File: src/rtl/ocp_pkg.sv
// Shared encodings and helpers for the OCP burst master.
// MCmd/SResp codes, FSM state enum, bytes-per-beat helper.
package ocp_pkg;

    localparam logic [2:0] MCMD_IDLE = 3'b000;
    localparam logic [2:0] MCMD_WR   = 3'b001;
    localparam logic [2:0] MCMD_RD   = 3'b010;

    localparam logic [1:0] SRESP_NULL = 2'b00;
    localparam logic [1:0] SRESP_DVA  = 2'b01;
    localparam logic [1:0] SRESP_ERR  = 2'b11;

    typedef enum logic [2:0] {
        S_IDLE,
        S_COLLECT,
        S_WR_CMD,
        S_WR_RESP,
        S_RD_CMD,
        S_RD_RESP,
        S_RETURN
    } state_e;

    function automatic int bytes_per_beat(input int dw);
        return dw / 8;
    endfunction

endpackage

File: src/rtl/ocp_burst_buf.sv
// Burst beat store shared by the write and read paths.
// Ports: clk, rst (async, active-low), flush, wr_en/wr_idx/wr_data,
//        rd_idx/rd_data (combinational read).
module ocp_burst_buf #(
    parameter int DATAWIDTH = 8,
    parameter int MAX_BURST = 8
) (
    input  logic                         clk,
    input  logic                         rst,
    input  logic                         flush,
    input  logic                         wr_en,
    input  logic [$clog2(MAX_BURST)-1:0] wr_idx,
    input  logic [DATAWIDTH-1:0]         wr_data,
    input  logic [$clog2(MAX_BURST)-1:0] rd_idx,
    output logic [DATAWIDTH-1:0]         rd_data
);

    logic [DATAWIDTH-1:0] mem [MAX_BURST];

    always_ff @(posedge clk or negedge rst) begin
        if (!rst) begin
            for (int i = 0; i < MAX_BURST; i++)
                mem[i] <= '0;
        end else if (flush) begin
            for (int i = 0; i < MAX_BURST; i++)
                mem[i] <= '0;
        end else if (wr_en) begin
            mem[wr_idx] <= wr_data;
        end
    end

    assign rd_data = mem[rd_idx];

endmodule

File: src/rtl/ocp_burst_master.sv
// OCP burst master: buffers CPU write/read bursts onto the OCP bus.
// Ports: CPU side mem*, OCP side M*/S*, request, Err; rst async active-low.
// Optional OCP_RESP_TIMEOUT_EN adds a TIMEOUT-cycle bus watchdog.
module ocp_burst_master
    import ocp_pkg::*;
#(
    parameter int DATAWIDTH    = 8,
    parameter int ADDRESSWIDTH = 32,
    parameter int MAX_BURST    = 8,
    parameter int LENW         = $clog2(MAX_BURST) + 1
`ifdef OCP_RESP_TIMEOUT_EN
    ,
    parameter int TIMEOUT      = 255
`endif
) (
    input  logic                    clk,
    input  logic                    rst,
    input  logic                    memWrite,
    input  logic                    memRead,
    input  logic [ADDRESSWIDTH-1:0] memAddr,
    input  logic [LENW-1:0]         memLen,
    input  logic [DATAWIDTH-1:0]    memDataOut,
    output logic [DATAWIDTH-1:0]    memDataIn,
    output logic                    memDataValid,
    output logic                    memDataLast,
    output logic                    memReady,
    output logic                    Err,
    output logic [2:0]              MCmd,
    output logic [ADDRESSWIDTH-1:0] MAddr,
    output logic [LENW-1:0]         MBurstLength,
    output logic [DATAWIDTH-1:0]    MData,
    output logic                    MDataValid,
    output logic                    MDataLast,
    output logic                    MRespAccept,
    input  logic                    SCmdAccept,
    input  logic [1:0]              SResp,
    input  logic [DATAWIDTH-1:0]    SData,
    input  logic                    SRespLast,
    output logic                    request
);

    localparam int IW = $clog2(MAX_BURST);
    localparam logic [ADDRESSWIDTH-1:0] BPB =
        ADDRESSWIDTH'(bytes_per_beat(DATAWIDTH));
    localparam logic [LENW-1:0] LEN_ONE = LENW'(1);
    localparam logic [LENW-1:0] LEN_MAX = LENW'(MAX_BURST);

    state_e state, state_n;

    logic [ADDRESSWIDTH-1:0] base, base_n;
    logic [LENW-1:0] len, len_n;
    logic [LENW-1:0] idx, idx_n, idx_inc;
    logic [LENW-1:0] eff_len;

    logic [2:0]              mcmd_n;
    logic [ADDRESSWIDTH-1:0] maddr_n;
    logic [LENW-1:0]         mblen_n;
    logic [DATAWIDTH-1:0]    mdata_n;
    logic                    mdv_n, mdl_n, mra_n;
    logic [DATAWIDTH-1:0]    rdata_n;
    logic                    rdv_n, rdl_n, err_n;

    logic                 resp_dva, resp_err;
    logic                 buf_we, buf_flush;
    logic [IW-1:0]        buf_widx, buf_ridx;
    logic [DATAWIDTH-1:0] buf_wdata, buf_rdata;

    function automatic logic [ADDRESSWIDTH-1:0] beat_addr(
        input logic [ADDRESSWIDTH-1:0] b,
        input logic [LENW-1:0]         i
    );
        return b + ADDRESSWIDTH'(i) * BPB;
    endfunction

    ocp_burst_buf #(
        .DATAWIDTH(DATAWIDTH),
        .MAX_BURST(MAX_BURST)
    ) u_buf (
        .clk    (clk),
        .rst    (rst),
        .flush  (buf_flush),
        .wr_en  (buf_we),
        .wr_idx (buf_widx),
        .wr_data(buf_wdata),
        .rd_idx (buf_ridx),
        .rd_data(buf_rdata)
    );

    assign idx_inc = idx + LEN_ONE;

    always_comb begin
        unique case (1'b1)
            (memLen == '0):     eff_len = LEN_ONE;
            (memLen > LEN_MAX): eff_len = LEN_MAX;
            default:            eff_len = memLen;
        endcase
    end

    // Reserved code 10 is handled as an error.
    always_comb begin
        resp_dva = 1'b0;
        resp_err = 1'b0;
        case (SResp)
            SRESP_NULL: ;
            SRESP_DVA:  resp_dva = 1'b1;
            SRESP_ERR:  resp_err = 1'b1;
            default:    resp_err = 1'b1;
        endcase
    end

`ifdef OCP_RESP_TIMEOUT_EN
    localparam int TW = $clog2(TIMEOUT + 1);

    logic [TW-1:0] tmo_cnt;
    logic          tmo_busy, tmo_kick, tmo_hit;

    assign tmo_busy = state inside
        {S_WR_CMD, S_WR_RESP, S_RD_CMD, S_RD_RESP};
    assign tmo_kick = SCmdAccept || (SResp != SRESP_NULL);
    assign tmo_hit  = tmo_busy && !tmo_kick &&
                      (tmo_cnt == TW'(TIMEOUT - 1));

    always_ff @(posedge clk or negedge rst) begin
        if (!rst)
            tmo_cnt <= '0;
        else if (!tmo_busy || tmo_kick)
            tmo_cnt <= '0;
        else
            tmo_cnt <= tmo_cnt + TW'(1);
    end
`endif

    always_comb begin
        state_n   = state;
        base_n    = base;
        len_n     = len;
        idx_n     = idx;
        mcmd_n    = MCmd;
        maddr_n   = MAddr;
        mblen_n   = MBurstLength;
        mdata_n   = MData;
        mdv_n     = MDataValid;
        mdl_n     = MDataLast;
        mra_n     = MRespAccept;
        rdata_n   = memDataIn;
        rdv_n     = memDataValid;
        rdl_n     = memDataLast;
        err_n     = 1'b0;
        buf_we    = 1'b0;
        buf_flush = 1'b0;
        buf_widx  = idx[IW-1:0];
        buf_wdata = SData;
        buf_ridx  = idx_inc[IW-1:0];

        case (state)
            S_IDLE: begin
                idx_n = '0;
                if (memWrite) begin
                    base_n    = memAddr;
                    len_n     = eff_len;
                    buf_we    = 1'b1;
                    buf_widx  = '0;
                    buf_wdata = memDataOut;
                    if (eff_len == LEN_ONE) begin
                        // Single beat: bypass the buffer for 1-cycle issue.
                        state_n = S_WR_CMD;
                        mcmd_n  = MCMD_WR;
                        maddr_n = memAddr;
                        mblen_n = eff_len;
                        mdata_n = memDataOut;
                        mdv_n   = 1'b1;
                        mdl_n   = 1'b1;
                    end else begin
                        state_n = S_COLLECT;
                        idx_n   = LEN_ONE;
                    end
                end else if (memRead) begin
                    base_n  = memAddr;
                    len_n   = eff_len;
                    state_n = S_RD_CMD;
                    mcmd_n  = MCMD_RD;
                    maddr_n = memAddr;
                    mblen_n = eff_len;
                end
            end

            S_COLLECT: begin
                buf_ridx = '0;
                if (memWrite) begin
                    buf_we    = 1'b1;
                    buf_wdata = memDataOut;
                    idx_n     = idx_inc;
                    if (idx_inc == len) begin
                        state_n = S_WR_CMD;
                        idx_n   = '0;
                        mcmd_n  = MCMD_WR;
                        maddr_n = base;
                        mblen_n = len;
                        mdata_n = buf_rdata;
                        mdv_n   = 1'b1;
                        mdl_n   = 1'b0;
                    end
                end
            end

            S_WR_CMD: begin
                if (SCmdAccept) begin
                    if (idx_inc == len) begin
                        state_n = S_WR_RESP;
                        mcmd_n  = MCMD_IDLE;
                        mblen_n = '0;
                        mdata_n = '0;
                        mdv_n   = 1'b0;
                        mdl_n   = 1'b0;
                        mra_n   = 1'b1;
                    end else begin
                        idx_n   = idx_inc;
                        maddr_n = beat_addr(base, idx_inc);
                        mdata_n = buf_rdata;
                        mdl_n   = (idx_inc == len - LEN_ONE);
                    end
                end
            end

            S_WR_RESP: begin
                if (resp_dva || resp_err) begin
                    state_n = S_IDLE;
                    mra_n   = 1'b0;
                    err_n   = resp_err;
                end
            end

            S_RD_CMD: begin
                if (SCmdAccept) begin
                    state_n = S_RD_RESP;
                    mcmd_n  = MCMD_IDLE;
                    mblen_n = '0;
                    mra_n   = 1'b1;
                end
            end

            S_RD_RESP: begin
                buf_ridx = '0;
                if (resp_err) begin
                    buf_flush = 1'b1;
                    err_n     = 1'b1;
                    state_n   = S_IDLE;
                    mra_n     = 1'b0;
                    idx_n     = '0;
                end else if (resp_dva) begin
                    buf_we = 1'b1;
                    idx_n  = idx_inc;
                    if (SRespLast || idx_inc == len) begin
                        // Replay length becomes the beats actually received.
                        state_n = S_RETURN;
                        mra_n   = 1'b0;
                        len_n   = idx_inc;
                        idx_n   = '0;
                        rdv_n   = 1'b1;
                        rdata_n = (idx == '0) ? SData : buf_rdata;
                        rdl_n   = (idx_inc == LEN_ONE);
                    end
                end
            end

            S_RETURN: begin
                if (idx_inc == len) begin
                    state_n = S_IDLE;
                    idx_n   = '0;
                    rdv_n   = 1'b0;
                    rdl_n   = 1'b0;
                    rdata_n = '0;
                end else begin
                    idx_n   = idx_inc;
                    rdata_n = buf_rdata;
                    rdl_n   = (idx_inc == len - LEN_ONE);
                end
            end

            default: state_n = S_IDLE;
        endcase

`ifdef OCP_RESP_TIMEOUT_EN
        if (tmo_hit) begin
            state_n   = S_IDLE;
            err_n     = 1'b1;
            buf_flush = 1'b1;
            buf_we    = 1'b0;
            idx_n     = '0;
            mcmd_n    = MCMD_IDLE;
            mblen_n   = '0;
            mdata_n   = '0;
            mdv_n     = 1'b0;
            mdl_n     = 1'b0;
            mra_n     = 1'b0;
        end
`endif
    end

    always_ff @(posedge clk or negedge rst) begin
        if (!rst) begin
            state        <= S_IDLE;
            base         <= '0;
            len          <= '0;
            idx          <= '0;
            MCmd         <= MCMD_IDLE;
            MAddr        <= '0;
            MBurstLength <= '0;
            MData        <= '0;
            MDataValid   <= 1'b0;
            MDataLast    <= 1'b0;
            MRespAccept  <= 1'b0;
            memDataIn    <= '0;
            memDataValid <= 1'b0;
            memDataLast  <= 1'b0;
            memReady     <= 1'b1;
            request      <= 1'b0;
            Err          <= 1'b0;
        end else begin
            state        <= state_n;
            base         <= base_n;
            len          <= len_n;
            idx          <= idx_n;
            MCmd         <= mcmd_n;
            MAddr        <= maddr_n;
            MBurstLength <= mblen_n;
            MData        <= mdata_n;
            MDataValid   <= mdv_n;
            MDataLast    <= mdl_n;
            MRespAccept  <= mra_n;
            memDataIn    <= rdata_n;
            memDataValid <= rdv_n;
            memDataLast  <= rdl_n;
            memReady     <= (state_n == S_IDLE);
            request      <= (state_n != S_IDLE);
            Err          <= err_n;
        end
    end

endmodule

File: config.mk
export PLATFORM = sky130hd
export DESIGN_NAME = ocp_burst_master
export DESIGN_NICKNAME = d
export VERILOG_FILES = /design/src/rtl/ocp_pkg.sv /design/src/rtl/ocp_burst_buf.sv /design/src/rtl/ocp_burst_master.sv
export SDC_FILE = /design/constraint.sdc
export NUM_CORES = 1
export LEC_CHECK = 0
export ABC_AREA = 1
export CORE_ASPECT_RATIO = 0.7
export CORE_MARGIN = 2
export CORE_UTILIZATION = 40
export CTS_CLUSTER_SIZE = 40
export DETAILED_ROUTE_END_ITERATION = 12
export SETUP_SLACK_MARGIN = 0.15
export SLEW_MARGIN = 30
export SYNTH_ARGS = -nofsm -noshare
export SYNTH_HDL_FRONTEND = slang
export SYNTH_SLANG_ARGS = --single-unit
File: constraint.sdc
create_clock -name clk -period 7.05 [get_ports clk]
set_clock_uncertainty 0.05 [all_clocks]
set_input_delay 1.41 -clock clk [delete_from_list [all_inputs] [get_ports clk]]
set_output_delay 1.41 -clock clk [all_outputs]
set_load 0.03 [all_outputs]
==> summary.md <==
Setup repair after global routing left no endpoint under its margin. The run finished with clean final reports. The cell area that synthesis handed to floorplanning was 9640 µm². The number of max-slew violations in the final report was 0.

By area the synthesized netlist is led by dfrtp_1 44%, nand2_1 15%, inv_1 6.3%. The routed wire length was 32.5 mm. STA classifies the critical path endpoint as a flop. The HPWL after detailed placement is 23.1 mm. The number of stages on the worst hold path is 2. Across the VDD grid, the largest voltage drop is 236 µV. The via count was 9508. The tool flagged a number of max-cap violations equal to 0. The number of antenna diodes in the final layout is 0. The number of post-CTS setup repair buffers is 0. In this run the register-to-register setup slack is 3.00 ns. The number of gates resized after cts is 0. After detailed placement, the total cell area comes to 11100 µm². Critical setup path kind: flop to flop. With fillers left out, the area of the finished cells amounts to 11700 µm². The number of remaining DRC errors was 0; the switching power of the nets was 3.30 mW. In this run the static leakage power is 5.64 nW. The fraction of layout instances using a drive strength above 1 came out at 5.92%.

The critical path launch point type is a flop. 123 I/O pins were placed. In this run the vertical extent of the chip is 134 µm. After layout, the minimum clock period comes to 4.05 ns. After clock tree synthesis, the clock-pin slew on the worst setup and hold paths is 0.07 ns.

For this configuration, the core starts out at a cell density of 40.8%. The total global routing overflow was 0; the data required time of the critical path was 7.30 ns. The run gives 0.945 as the routability congestion estimate. The detailed-route vias per instance was 5.42; the power density normalized to cell area was 548 nW/µm². Dividing the final minimum period by the clock period gives 57.4%. The transition time at the pin with the least slew margin was 1.00 ns; the part of the power in registers was 27.1%. The internal portion of the total power is 3.12 mW.

The area growth from synthesis to layout works out to 21.5%. The detailed-routing iteration count for the pre-antenna-repair pass was 6; the maximum number of buffers from clock root to sink was 2. When the netlist entered floorplanning its net count stood at 1388.

The deepest level of the CTS H-tree is 4. Of the total power, combinational logic draws 57.2%. Post-layout instance count excluding filler cells: 1753.

The first global-routing pass estimated 50.9 mm of wire. The Yosys step of the flow raised 0 warnings. Setup violations remaining at the end of the flow were counted as 0. The post-synthesis area per instance came out at 7.30 µm². Once placement completed, the tool counted placed cells totaling 1721.

The clock reaches the later pin of the worst-skew pair after 0.44 ns. The logs give 25400 µm² for the total die area and 47 for the row count. Net switching is 51.4% of the power.

Leaving out fill and tap cells, the most frequent cell in the layout is nand2_1. Synthesis instantiated 45 different standard cells from the library. In this run, the number of DRC markers left after iteration 0 of detailed routing was 1049. The x dimension of the die was 190 µm; the routed length per instance was 18.5 µm. In this run the worst hold path is classified as flop to flop.

The number of buffers inserted by hold repair at cts was 0; the largest fanout on the critical path was 35. The number of input and output port buffers inserted is 121. For this design, the sink count on the clock tree is 169. The number of nets at the end of the flow was 1490.

Entering global routing, the biggest net connects 73 pins. TritonCTS created 17 clock buffers. The final-report hold violation count was 0; the number of antenna violations at the first check in global routing was 0. TritonCTS built the clock tree. The proportion of netlist area held by the largest area contributor works out to 43.6%. Worst reg-to-reg path cell count: 13.

Synthesis produced a netlist whose cell count is 1320. The total negative setup slack was 0 ns; the total track usage was 26.3%. Data arrival time of the worst path: 4.30 ns. The worst pin sits at a relative slew slack of 33.1%.

In this run, the clock network consumes 15.7% of the power. In this run the standard cell core region covers 23600 µm². The tightest hold path in the finished design has a slack of 0.418 ns. Synthesis inferred 169 register bits. The run gives 8827 as the number of global-route vias before repair.

The library cells used most frequently in the layout, excluding fill and tap cells, are 392 x nand2_1, 168 x dfrtp_1, 163 x inv_1. Root buffer cell: clkbuf_16. The count of nets left with antenna violations once routing finished came out at 0. Fmax: 0.247 GHz. After synthesis, flip-flops and latches occupy 43.9% of the total area. The synthesized design spends more area on one cell type than any other, namely dfrtp_1.
registers in the layout, indices dropped and copies added, names as in the netlist, 2 cells and up:
name,cells
MBurstLength,4
u_buf.mem,64
len,4
MData,8
idx,4
base,32
state,3
MAddr,32
memDataIn,8
MCmd,2
routing by layer:
layer | routed length, µm | vias up | GRT usage, %
met4 | 391 | 0 | 6.85
met5 | 0 | - | 0
met3 | 3320 | 31 | 6.44
met1 | 16500 | 4495 | 42.2
met2 | 12300 | 445 | 34.3
li1 | - | 4537 | -
power by group through the flow:
stage	combinational (mW)	clock (mW)	sequential [mW]
after global placement	3.57	0	1.74
after detailed placement	3.62	0	1.74
final	3.67	1.01	1.74
after floorplan	2.21	0	1.97
after CTS	3.64	1.02	1.73
after global routing	4.05	1.07	1.79
layout make-up:
cell class,count,area (µm²)
Fill cell,2339,11900
Inverter,173,652
Timing Repair Buffer,126,1250
Clock inverter,15,201
Tap cell,318,398
Multi-Input combinational cell,935,4550
Sequential cell,169,4230
Clock buffer,17,425
logic make-up after synthesis:
| family | after synthesis | synth area share [%] |
|---|---|---|
| buffers and inverters | 216 | 9.05 |
| adders and majority gates | 8 | 1.12 |
| and+or+nand+nor | 667 | 29.3 |
| AOI/OAI and AO/OA | 244 | 15.1 |
| DFF | 169 | 43.9 |
| xor gates and xnor gates | 6 | 0.545 |
| muxes | 9 | 0.961 |
| other | 1 | 0.0389 |
final timing paths:
check,startpoint,endpoint
worst max-delay path,idx[0]$_DFFE_PN0P_,MAddr[2]$_DFFE_PN0P_
worst min-delay path,MCmd[1]$_DFFE_PN0P_,MCmd[1]$_DFFE_PN0P_
worst max register to register,idx[0]$_DFFE_PN0P_,MAddr[2]$_DFFE_PN0P_
worst min register to register,MCmd[1]$_DFFE_PN0P_,MCmd[1]$_DFFE_PN0P_
max in group asynchronous,rst,u_buf.mem[3]$_DFFE_PN0P_
min in group asynchronous,rst,base[6]$_DFFE_PN0P_
synthesized netlist by cell type:
cell type	count
a21oi_1	50
a21oi_2	1
a22oi_1	2
a31oi_1	3
a31oi_2	3
a32oi_1	2
buf_1	1
buf_2	17
buf_4	6
buf_6	2
clkbuf_1	17
clkinv_1	1
conb_1	1
dfrtp_1	168
dfstp_2	1
fa_1	1
ha_1	7
inv_1	163
inv_2	8
inv_4	1
mux2_2	2
mux2i_1	7
nand2_1	394
nand2_2	7
nand2_4	1
nand3_1	116
nand3_2	6
nand4_1	13
nand4_2	1
nand4_4	1
nor2_1	106
nor2_2	3
nor2_4	2
nor3_1	14
nor3_2	1
o211ai_1	38
o21a_1	2
o21ai_0	76
o21ai_1	10
o21ai_2	4
o21bai_1	2
o221ai_1	3
o22ai_1	48
or2_2	2
xor2_1	6
through the flow:
step / power (mW) / setup slack [ns] / utilization (%)
after floorplan: 4.18 / 4.42 / -
after global placement: 5.30 / 2.74 / 46.8
after detailed placement: 5.36 / 2.68 / 46.9
after CTS: 6.39 / 2.98 / 49.5
after global routing: 6.91 / 2.65 / 49.5
final: 6.42 / 3.00 / 49.5
critical path, cell delays in order, from the launching register on:
cell and delay (ns):
dfrtp_1 0.65, inv_1 0.28, ha_1 0.48, inv_1 0.15
nand2_1 0.09, nand3_1 0.07, nor2_1 0.14, nand2_1 0.30
nand2_1 0.25, nand3_2 0.11, nor2_4 0.60, inv_2 0.48
nand2_1 0.17, o21ai_1 0.08
No activity file was read; power rests on OpenSTA's default activity.
